File: src/rtl/mips_alu_pkg.sv
// Shared constants for the MIPS ALU multiply path: funct codes, multiplier
// control codes, FSM state encoding and default widths.
package mips_alu_pkg;

   localparam int WIDTH_DEFAULT = 32;
   localparam int ITER_DEFAULT  = 32;

   localparam logic [5:0] MULTU    = 6'b011001;
   localparam logic [5:0] OUT      = 6'b111111;
   localparam logic [5:0] MFHI     = 6'b010000;
   localparam logic [5:0] MFLO     = 6'b010010;
   localparam logic [5:0] MTHI     = 6'b010001;
   localparam logic [5:0] MTLO     = 6'b010011;
   localparam logic [5:0] MUL_NOP  = 6'b000000;

   typedef enum logic [2:0] {
      IDLE    = 3'd0,
      CLR     = 3'd1,
      RUN     = 3'd2,
      DRAIN   = 3'd3,
      CAPTURE = 3'd4
   } state_t;

endpackage

File: src/rtl/hilo_regs.sv
// HI/LO result store: product capture, direct MTHI/MTLO writes and a read mux
// used for MFHI/MFLO.
module hilo_regs
   import mips_alu_pkg::*;
#(
   parameter int WIDTH = WIDTH_DEFAULT
) (
   input  logic                 clk,
   input  logic                 reset,
   input  logic                 cap_en,
   input  logic [2*WIDTH-1:0]   cap_data,
   input  logic                 mt_hi_en,
   input  logic                 mt_lo_en,
   input  logic [WIDTH-1:0]     mt_data,
   input  logic                 rd_sel_hi,
   output logic [WIDTH-1:0]     hi,
   output logic [WIDTH-1:0]     lo,
   output logic [WIDTH-1:0]     rd_mux
);

   always_ff @(posedge clk) begin
      if (reset) begin
         hi <= '0;
         lo <= '0;
      end else if (cap_en) begin
         hi <= cap_data[2*WIDTH-1:WIDTH];
         lo <= cap_data[WIDTH-1:0];
      end else begin
         if (mt_hi_en) hi <= mt_data;
         if (mt_lo_en) lo <= mt_data;
      end
   end

   assign rd_mux = rd_sel_hi ? hi : lo;

endmodule

File: src/rtl/multu_hilo_ctrl.sv
// MULTU sequencer for the iterative shift-add multiplier plus HI/LO access.
// Build option: define MTHILO_EN to enable MTHI/MTLO writes.
//
//   state   | meaning
//   --------+-----------------------------------------------------------
//   IDLE    | ready; accepts MULTU, MFHI/MFLO (and MTHI/MTLO if enabled)
//   CLR     | one-cycle multiplier clear, operands already held
//   RUN     | ITER add/shift cycles, mul_signal=MULTU
//   DRAIN   | one cycle of mul_signal=OUT to present the product
//   CAPTURE | product written to HI/LO, done pulses next cycle
module multu_hilo_ctrl
   import mips_alu_pkg::*;
#(
   parameter int WIDTH = WIDTH_DEFAULT,
   parameter int ITER  = ITER_DEFAULT
) (
   input  logic                 clk,
   input  logic                 reset,
   input  logic                 req,
   input  logic [5:0]           funct,
   input  logic [WIDTH-1:0]     opA,
   input  logic [WIDTH-1:0]     opB,
   output logic                 ready,
   output logic                 done,
   output logic [WIDTH-1:0]     rd_data,
   output logic                 rd_valid,
   output logic [WIDTH-1:0]     hi,
   output logic [WIDTH-1:0]     lo,
   output logic                 mul_reset,
   output logic [5:0]           mul_signal,
   output logic [WIDTH-1:0]     mul_dataA,
   output logic [WIDTH-1:0]     mul_dataB,
   input  logic [2*WIDTH-1:0]   mul_dataOut
);

   localparam int CW = (ITER > 1) ? $clog2(ITER) : 1;
   localparam logic [CW-1:0] CNT_LAST = CW'(ITER - 1);

   state_t          state;
   logic [CW-1:0]   cnt;
   logic            accept;
   logic            cap_en;
   logic            mt_hi_en;
   logic            mt_lo_en;
   logic            rd_sel_hi;
   logic [WIDTH-1:0] rd_mux;

   assign ready     = (state == IDLE);
   assign mul_reset = reset | (state == CLR);
   assign accept    = req & ready;
   assign cap_en    = (state == CAPTURE);
   assign rd_sel_hi = (funct == MFHI);

`ifdef MTHILO_EN
   assign mt_hi_en = accept & (funct == MTHI);
   assign mt_lo_en = accept & (funct == MTLO);
`else
   assign mt_hi_en = 1'b0;
   assign mt_lo_en = 1'b0;
`endif

   hilo_regs #(.WIDTH(WIDTH)) u_hilo (
      .clk      (clk),
      .reset    (reset),
      .cap_en   (cap_en),
      .cap_data (mul_dataOut),
      .mt_hi_en (mt_hi_en),
      .mt_lo_en (mt_lo_en),
      .mt_data  (opA),
      .rd_sel_hi(rd_sel_hi),
      .hi       (hi),
      .lo       (lo),
      .rd_mux   (rd_mux)
   );

   always_ff @(posedge clk) begin
      if (reset) begin
         state      <= IDLE;
         cnt        <= '0;
         done       <= 1'b0;
         rd_valid   <= 1'b0;
         rd_data    <= '0;
         mul_signal <= MUL_NOP;
         mul_dataA  <= '0;
         mul_dataB  <= '0;
      end else begin
         done     <= 1'b0;
         rd_valid <= 1'b0;
         case (state)
            IDLE: begin
               if (accept) begin
                  if (funct == MULTU) begin
                     mul_dataA  <= opA;
                     mul_dataB  <= opB;
                     mul_signal <= MUL_NOP;
                     state      <= CLR;
                  end else if (funct == MFHI || funct == MFLO) begin
                     rd_data  <= rd_mux;
                     rd_valid <= 1'b1;
                  end
               end
            end
            CLR: begin
               cnt        <= '0;
               mul_signal <= MULTU;
               state      <= RUN;
            end
            RUN: begin
               cnt <= cnt + 1'b1;
               // mul_signal is registered, so OUT is loaded on the last RUN edge
               if (cnt == CNT_LAST) begin
                  mul_signal <= OUT;
                  state      <= DRAIN;
               end
            end
            DRAIN: begin
               mul_signal <= MUL_NOP;
               state      <= CAPTURE;
            end
            CAPTURE: begin
               done  <= 1'b1;
               state <= IDLE;
            end
            default: begin
               mul_signal <= MUL_NOP;
               state      <= IDLE;
            end
         endcase
      end
   end

endmodule

File: config.mk
export PLATFORM = sky130hd
export DESIGN_NAME = multu_hilo_ctrl
export DESIGN_NICKNAME = d
export VERILOG_FILES = /design/src/rtl/mips_alu_pkg.sv /design/src/rtl/hilo_regs.sv /design/src/rtl/multu_hilo_ctrl.sv
export SDC_FILE = /design/constraint.sdc
export NUM_CORES = 1
export LEC_CHECK = 0
export CAP_MARGIN = 20
export CELL_PAD_IN_SITES_DETAIL_PLACEMENT = 1
export CELL_PAD_IN_SITES_GLOBAL_PLACEMENT = 1
export CORE_UTILIZATION = 34
export DETAILED_ROUTE_END_ITERATION = 10
export PLACE_DENSITY = 0.78
export SETUP_SLACK_MARGIN = 0.2
export SYNTH_ARGS = -nofsm -noshare
export SYNTH_HDL_FRONTEND = slang
export SYNTH_HIERARCHICAL = 1
export SYNTH_SLANG_ARGS = --single-unit
File: constraint.sdc
create_clock -name clk -period 2.6 [get_ports clk]
set_input_delay 0.52 -clock clk [delete_from_list [all_inputs] [get_ports clk]]
set_output_delay 0.52 -clock clk [all_outputs]
set_load 0.01 [all_outputs]
==> flow_summary.json <==
{
  "outcome": "complete, no violations",
  "path_clk_slew_ns": 0.07,
  "drt_iter0_drc": 311,
  "wl_per_cell_um": 18.7,
  "finish.instance_area_um2": 12100,
  "min_path_type": "flip-flop to flip-flop",
  "clockBufferDepth": 2,
  "initial_core_util_pct": 34.6,
  "finalCriticalPeriod_ns": 2.26,
  "drt-total-wl_um": 26900,
  "antenna_found_initial": 1,
  "cts_root_buffer": "clkbuf_16",
  "vdd_drop_max_v": 0.000366,
  "power.internal_mw": 4.58,
  "fmax_mhz": 442,
  "cts_tree": "yes",
  "synth_ff_type": "dfxtp_1",
  "max_slew_margin_pct": 52.8,
  "rsz0062_at_grt": "false",
  "async_flop_share_pct": 0,
  "power_frac_seq_pct": 45.1,
  "synthesis.area_um2": 8400,
  "fin_cells": 1435,
  "rows": 57,
  "power.share.clock_pct": 42.6,
  "worstHoldStart": "mul_dataA[16]",
  "r2r-start": "state[0]",
  "core_area_um2": 24200,
  "grt_pass1_vias": 7400,
  "grt_max_degree": 151,
  "crit_arrival_ns": 1.74,
  "drive_gt1_share_pct": 11.1,
  "tns_ns": 0,
  "finalSetupViolations": 0,
  "drcViolationCount": 0,
  "drv_slew": 0,
  "vias": 6942,
  "tritoncts.num_buffers": 17,
  "p_per_area_nw_per_um2": 502,
  "p_switching_mw": 1.52,
  "synth_edf_count": 0,
  "finalHoldViolCount": 0,
  "grt_pass1_wl_um": 42300,
  "postSynthCellCount": 826,
  "synth.distinct_cells": 51,
  "ys_warn_count": 6,
  "fp.dieH_um": 159,
  "whs_ns": 0.458,
  "via_per_inst": 4.84,
  "area_growth_pct": 44.6,
  "hpwl_um": 18800,
  "drt_first_pass_iters": 4,
  "die_area_um2": 25300,
  "hold_depth": 2,
  "swShare_pct": 24.9,
  "dp.cells": 1402,
  "cp-start-kind": "flip-flop",
  "gp_congestion": 0.783,
  "dpl_cell_area_um2": 11500,
  "p_leak_nw": 4.34,
  "cp.required_ns": 2.08,
  "drtAntennaViolNets": 0,
  "drv_cap": 0,
  "seq_area_frac_synth_pct": 41.0,
  "post_cts_buffers": 0,
  "portBuffers": 306,
  "p_comb_share_pct": 12.2,
  "insertion_delay_ns": 0.43,
  "nFillCells": 2695,
  "cp-startpoint": "state[2]",
  "ys_seq_elements": 172,
  "grt_overflow": 0,
  "clock_skew_ns": 0.0158,
  "io-pin-count": 307,
  "final_common_cell": "clkdlybuf4s50_1",
  "clkSinkCount": 172,
  "period_share_pct": 87.0,
  "die_x_um": 159,
  "gr-usage-all-layers_pct": 21.4,
  "max_slew.worst_pin.slew_ns": 0.709,
  "cts_hold_buf": 0,
  "reg2reg_depth": 4,
  "critPathMaxFanout": 16,
  "final_cell_mix": "304 x clkdlybuf4s50_1, 171 x dfxtp_1, 160 x mux2i_1",
  "fin_nets": 1236,
  "end_kind": "output pin",
  "synth_area_per_cell_um2": 10.2,
  "critPathKind": "flip-flop to output pin",
  "cts_max_level": 4
}
power by group through the flow:
stage / clock network, mW / logic [mW] / registers, mW
final: 2.60 / 0.744 / 2.75
after global routing: 2.78 / 0.799 / 2.76
after CTS: 2.68 / 0.741 / 2.75
after detailed placement: 0 / 0.738 / 2.81
after global placement: 0 / 0.727 / 2.81
after floorplan: 0 / 0.310 / 2.83
sequential cells by signal, summed over array words and instances (netlist names):
name        flops
mul_dataB      32
rd_data        32
mul_signal      2
cnt             5
u_hilo/hi      32
u_hilo/lo      32
done            1
mul_dataA      32
rd_valid        1
state           3
path summary, 6_finish.rpt:
path	to	slack [ns]
worst max register to register	rd_data[8]	0.80
worst min register to register	mul_dataA[16]	0.46
worst max-delay path	mul_reset	0.34
worst min-delay path	mul_dataA[16]	0.46
critical path, stage by stage, from the launching register on:
cell             delay, ns
dfxtp_1               0.33
buf_4                 0.19
o21ai_0               0.20
clkdlybuf4s50_1       0.61
synthesized netlist by cell type (2+ instances only):
cell	count	area share (%)
a211oi_1	33	2.9
a211oi_2	31	4.6
a21o_1	3	0.27
a21oi_1	5	0.30
buf_1	2	0.089
buf_12	13	3.1
buf_2	10	0.60
buf_4	7	0.63
buf_6	6	0.80
buf_8	2	0.36
clkbuf_1	35	1.6
dfxtp_1	172	41
ha_1	2	0.30
inv_1	4	0.18
mux2_1	2	0.27
mux2_2	31	4.2
mux2i_1	160	19
nand2_1	123	5.5
nand2b_1	77	5.7
nand3b_1	3	0.27
nor2_1	4	0.18
nor2b_1	66	4.9
nor3_1	2	0.12
nor4_1	2	0.15
o21ai_0	5	0.30
per-stage QoR:
stage               utilization [%]  total power, mW  setup WS [ns]
floorplan                         -             3.14          0.472
global placement               47.6             3.54         0.0741
detailed placement             47.6             3.55        0.00749
CTS                            50.0             6.17          0.229
global route                   50.1             6.34          0.220
finish                         50.1             6.09          0.339
cells by family (layout without fill, tap and decap cells):
logic type,Yosys count,after routing,synth area share [%]
and+or+nand+nor,291,291,18.4
other,1,3,0.0447
buffers and inverters,81,364,7.42
adders and majority gates,2,2,0.298
DFF,172,172,41.0
AOI/OAI and AO/OA,84,84,9.15
xor gates and xnor gates,2,2,0.209
muxes,193,193,23.5
what timing repair did:
action / in CTS / in global routing
gates resized for setup: 1 / 1
gates cloned: 0 / 0
setup endpoints to repair: 1 / 1
pin swaps: 0 / 0
routing by layer:
metal | up-vias | global-route usage (%) | part of all wire, %
met5 | - | 0 | 0
met4 | 0 | 8.22 | 2.7
met3 | 33 | 6.33 | 6.9
met2 | 224 | 36.6 | 48
met1 | 3329 | 25.1 | 43
li1 | 3356 | - | -
cell type report:
cell class / count / area (um2) / share of cell area [%]
antenna: 1 / 2.50 / 0.0206
clock buffer: 18 / 429 / 3.53
clock inverter: 14 / 160 / 1.32
inverter: 5 / 22.5 / 0.186
multi-input combinational: 574 / 4360 / 35.9
sequential: 172 / 3440 / 28.4
tap: 324 / 405 / 3.34
timing repair buffer: 327 / 3320 / 27.4
Note: power is estimated with default switching activity, not from simulation.
==> variant 1: new RTL, same flow settings <==
Build with the macro `MTHILO_EN` defined.
--- a/src/rtl/multu_hilo_ctrl.sv
+++ b/src/rtl/multu_hilo_ctrl.sv
@@ -10,2 +10,4 @@
 //   CAPTURE | product written to HI/LO, done pulses next cycle
+`define MTHILO_EN
+
 module multu_hilo_ctrl
Behaviour: not the same (Yosys sat finds a counterexample within 4 cycles, from zero or initial values and one cycle with reset high).
==> variant 1 against the original RTL <==
Combinational power fell by 49%; first-iteration DRC count rose by 2.6%; sequential cell count did not move; core utilization rose by 3.3 points; power fell by 6.2%; synthesized area fell by 9.1%; setup slack got worse by 0.13 ns; worst hold slack got worse by 0.0085 ns; via count rose by 2.0%; final area fell by 3.8%; routed wire length rose by 3.0%; global-route usage rose by 2.5 points; largest power group is now clock; highest routed layer is now met5.
==> variant 1: results (changes against the original RTL) <==
* Final-layout fill cell count at 2480 (-8.0%)
* Clk_skew at 0.0159 ns (+0.0000305 ns)
* Worst-path fanout max at 8 (-8)
* Vias in the first global route at 7458 (+0.78%)
* Area after DPL at 11000 sq um (-4.3%)
* Ys flop type: dfxtp_1
* Average cell area after synthesis at 9.25 sq um (-9.0%)
* Top post-synthesis cells by area: dfxtp_1 45%, nand2_1 9.7%, mux2i_1 8.4%
* Post-Synth Adder-Cell Area at 0.00328 (+0.000299)
* Post-cts resize count at 3 (+2)
* Placer Congestion at 0.785 (+0.31%)
* Area growth syn-to-layout at 53.1%
* Yosys cell types at 43 (-16%)
* Global Route Usage Sum at 0.239 (+0.0251)
* H-tree depth at 4 (unchanged)
* Non-filler cells, final at 1412 (-1.6%)
* Initial antenna violation count at 5 (+4)
* Sequential fraction of the synthesis area at 0.451 (+0.0412)
* Drt pass-1 iters at 6 (+2)
* CTS root buffer: clkbuf_16
* Setup bufs post-CTS at 0 (unchanged)
* Via density at 5.01 (+3.6%)
* Synth Area in Compound Gates at 0.160 (+0.0684)
* Post-Route WL at 27700 um (+3.0%)
* Tightest Pin Transition at 1.12 ns (+0.408 ns)
* CTS buffer count at 17 (unchanged)
* Clk_lat worst skew at 0.43 ns (about the same)
* Commonest cells post-synth: 197 x nand2_1, 172 x dfxtp_1, 102 x a21oi_1, 70 x nor2b_1, 64 x mux2i_1
* Tightest Hold Check Type: flip-flop to flip-flop
* Post-Syn Nets at 964
* Status: finished clean
* Global-route wire length before repair at 42900 um (+1.4%)
* Pleak at 3.86 nW (-11%)
* Hold buffers post-CTS at 0 (unchanged)
* Post-placement setup slack at -0.182 ns (-0.189 ns)
* Dpl hpwl at 19700 um (+4.7%)
* Clock Path Buffers at 2 (unchanged)
* Share of layout cells above drive strength 1 at 0.131 (+0.0203)
* YS warnings at 6 (unchanged)
* Port Buffers at 306 (unchanged)
* Xor-xnor portion of the synthesized cell area at 0.00230 (+0.000210)
* Maximum vdd ir drop at 0.389 mV (+6.3%)
* Pin count of the biggest net entering global routing at 173 (+15%)
* Asr flop ratio synth at 0 (unchanged)
* Clock transition at path regs at 0.07 ns (about the same)
* Final nets at 1255 (+1.5%)
* Post-synthesis mux area share at 0.133 (-0.102)
* DRT iter0 DRCs at 319 (+2.6%)
variant 1: cell types whose count changed after synthesis, sizes merged, moves of 4 or more:
cell and delta:
a21oi +97, mux2i -96, nand2b -76, nand2 +74
clkbuf -12, buf +9, nor2b +4
variant 1: power by group:
group | internal, mW | switching [mW]
registers | 2.64 | 0.00604
logic | 0.229 | 0.148
clock network | 1.49 | 1.21
total | 4.35 | 1.36
variant 1: layout make-up:
| type | count | share of cell area |
|---|---|---|
| Timing Repair Buffer | 345 | 0.304 |
| Multi-Input combinational cell | 577 | 0.317 |
| Clock inverter | 14 | 0.0147 |
| Sequential cell | 172 | 0.295 |
| Antenna cell | 3 | 0.000642 |
| Clock buffer | 18 | 0.0376 |
| Inverter | 3 | 0.000964 |
| Tap cell | 280 | 0.0300 |
variant 1: worst paths after layout:
kind	slack (ns)	cells after the start	end	from
max	0.21	7	u_hilo/hi[2]$_SDFFE_PP0P_	funct[4]
min	0.45	2	mul_dataB[11]$_SDFFE_PP0P_	mul_dataB[11]$_SDFFE_PP0P_
max reg2reg	0.37	6	u_hilo/hi[2]$_SDFFE_PP0P_	state[2]$_SDFFE_PP0P_
min reg2reg	0.45	2	mul_dataB[11]$_SDFFE_PP0P_	mul_dataB[11]$_SDFFE_PP0P_
variant 1: per-layer routing:
layer | GRT usage | up-vias | share of wire
li1 | - | 3410 | -
met1 | 0.280 | 3396 | 0.42
met2 | 0.406 | 233 | 0.49
met3 | 0.0756 | 35 | 0.072
met4 | 0.0871 | 4 | 0.023
met5 | 0 | - | 0.00098
variant 1: critical path, stage by stage:
cell and delay (ns):
clkdlybuf4s50_1 0.47, or3b_1 0.53, nor4_2 0.39, buf_4 0.26, buf_12 0.16, mux2i_1 0.22
a211oi_1 0.10
==> variant 2: new RTL, same settings <==
Made on the original files. Encoding of `state_t`: now one-hot (5 bits for 5 states).
--- a/src/rtl/mips_alu_pkg.sv
+++ b/src/rtl/mips_alu_pkg.sv
@@ -15,8 +15,8 @@
 
-   typedef enum logic [2:0] {
-      IDLE    = 3'd0,
-      CLR     = 3'd1,
-      RUN     = 3'd2,
-      DRAIN   = 3'd3,
-      CAPTURE = 3'd4
+   typedef enum logic [4:0] {
+      IDLE    = 5'b00001,
+      CLR     = 5'b00010,
+      RUN     = 5'b00100,
+      DRAIN   = 5'b01000,
+      CAPTURE = 5'b10000
    } state_t;
Function: no difference found for any inputs over 4 cycles, from zero or initial values and one cycle with reset high; so few cycles prove little.
==> variant 2 against the original RTL <==
First-iteration DRC count down 13%; setup slack worse by 0.020 ns; sequential cell count is 2 higher; cell count is 3.7% lower; synthesized area down 7.5%; final area decreased by 5.6%; routed wire length increased by 3.6%; power grew 0.19%; largest cell class unchanged.
==> variant 2: results (changes against the original RTL) <==
* Reg2reg path depth at 5 (+1)
* Die Width at 153 um (-3.8%)
* Pin count of the biggest net entering global routing at 177 (+17%)
* Commonest cells post-synth: 174 x dfxtp_1, 133 x nand2_1, 99 x a21oi_1, 66 x nor2b_1, 65 x mux2i_1
* Endpoint of the worst-slack reg-to-reg timing path: u_hilo/hi[24]$_SDFFE_PP0P_
* WHS Endpoint: mul_dataB[0]$_SDFFE_PP0P_
* Post-placement cell count at 1350 (-3.7%)
* Average cell area after synthesis at 9.41 sq um (-7.5%)
* Comb_multi_in at 573 (-0.17%)
* Worst Hold Launch: mul_dataB[0]$_SDFFE_PP0P_
* Post-synthesis mux area share at 0.132 (-0.103)
* Routed len/inst at 20.1 um (+7.6%)
* Sequential fraction of the synthesis area at 0.448 (+0.0382)
* Pwr per Cell Area at 533 nW/um^2 (+6.1%)
* Xor-xnor portion of the synthesized cell area at 0 (-0.00209)
* Met2 wire length at 14000 um (+9.0%)
* Multi-input combinational area share at 0.331 (-0.0282)
* Bufs w/o clock at 318 (-2.8%)
* DRT met1 WL at 11800 um (+2.8%)
* DRT iter0 DRCs at 270 (-13%)
* Maximum vdd ir drop at 0.372 mV (+1.6%)
* GR Util met2 at 0.422 (+0.0556)
* Reg-to-reg startpoint: state[2]$_SDFFE_PP0P_
* Vias in the first global route at 7604 (+2.8%)
* Share of layout cells above drive strength 1 at 0.111 (about the same)
* ClkCell Share at 0.0517 (+0.00319)
* Post-placement setup slack at 0.0248 ns (+0.0173 ns)
* Post-Synth Adder-Cell Area at 0.00322 (+0.000240)
* Top post-synthesis cells by area: dfxtp_1 45%, mux2i_1 8.4%, nand2_1 6.4%
* Clk_skew at 0.00960 ns (-0.00624 ns)
* Number of clock buffers in the layout at 17 (-1)
* Status: finished clean
* Signal buf overhead at 0.282 (+0.00805)
* Global Route Usage Sum at 0.236 (+0.0222)
* Synth Area in Compound Gates at 0.181 (+0.0892)
* Area after DPL at 10900 sq um (-5.9%)
* Placer Congestion at 0.782 (about the same)
* Sink Count at 174 (+1.2%)
* Yosys cell types at 49 (-3.9%)
* Reg2reg setup slack at 0.60 ns (-0.20 ns)
* Post-Route WL at 27800 um (+3.6%)
* Initial antenna violation count at 0 (-1)
==> variant 2: cell count changes after synthesis, moves of 7 or more <==
cell / change
nand2b_1: -75
buf_4: +7
a21oi_1: +94
buf_12: -9
nand2_1: +10
o21ai_0: +29
nand3_1: +34
mux2i_1: -95
==> variant 2: critical path, delay by kind of cell (launching register included) <==
| kind | cells | cell delay (ns) |
|---|---|---|
| buf+inv | 1 | 0.53 |
| flops | 1 | 0.40 |
| simple gates | 3 | 0.40 |
==> variant 2: power by group <==
part	internal, mW	switching, mW	total, mW
clock network	1.38	1.25	2.63
logic	0.407	0.287	0.694
registers	2.73	0.0563	2.79
==> variant 2: kinds of logic (layout without fill, tap and decap cells) <==
| family | Yosys count | in the layout |
|---|---|---|
| multiplexers | 98 | 98 |
| AND/OR/NAND/NOR | 263 | 263 |
| flip-flops | 174 | 174 |
| AO/OA/AOI/OAI | 208 | 208 |
| buffers and inverters | 80 | 355 |
| other | 1 | 2 |
| adder cells (fa/ha/maj) | 2 | 2 |
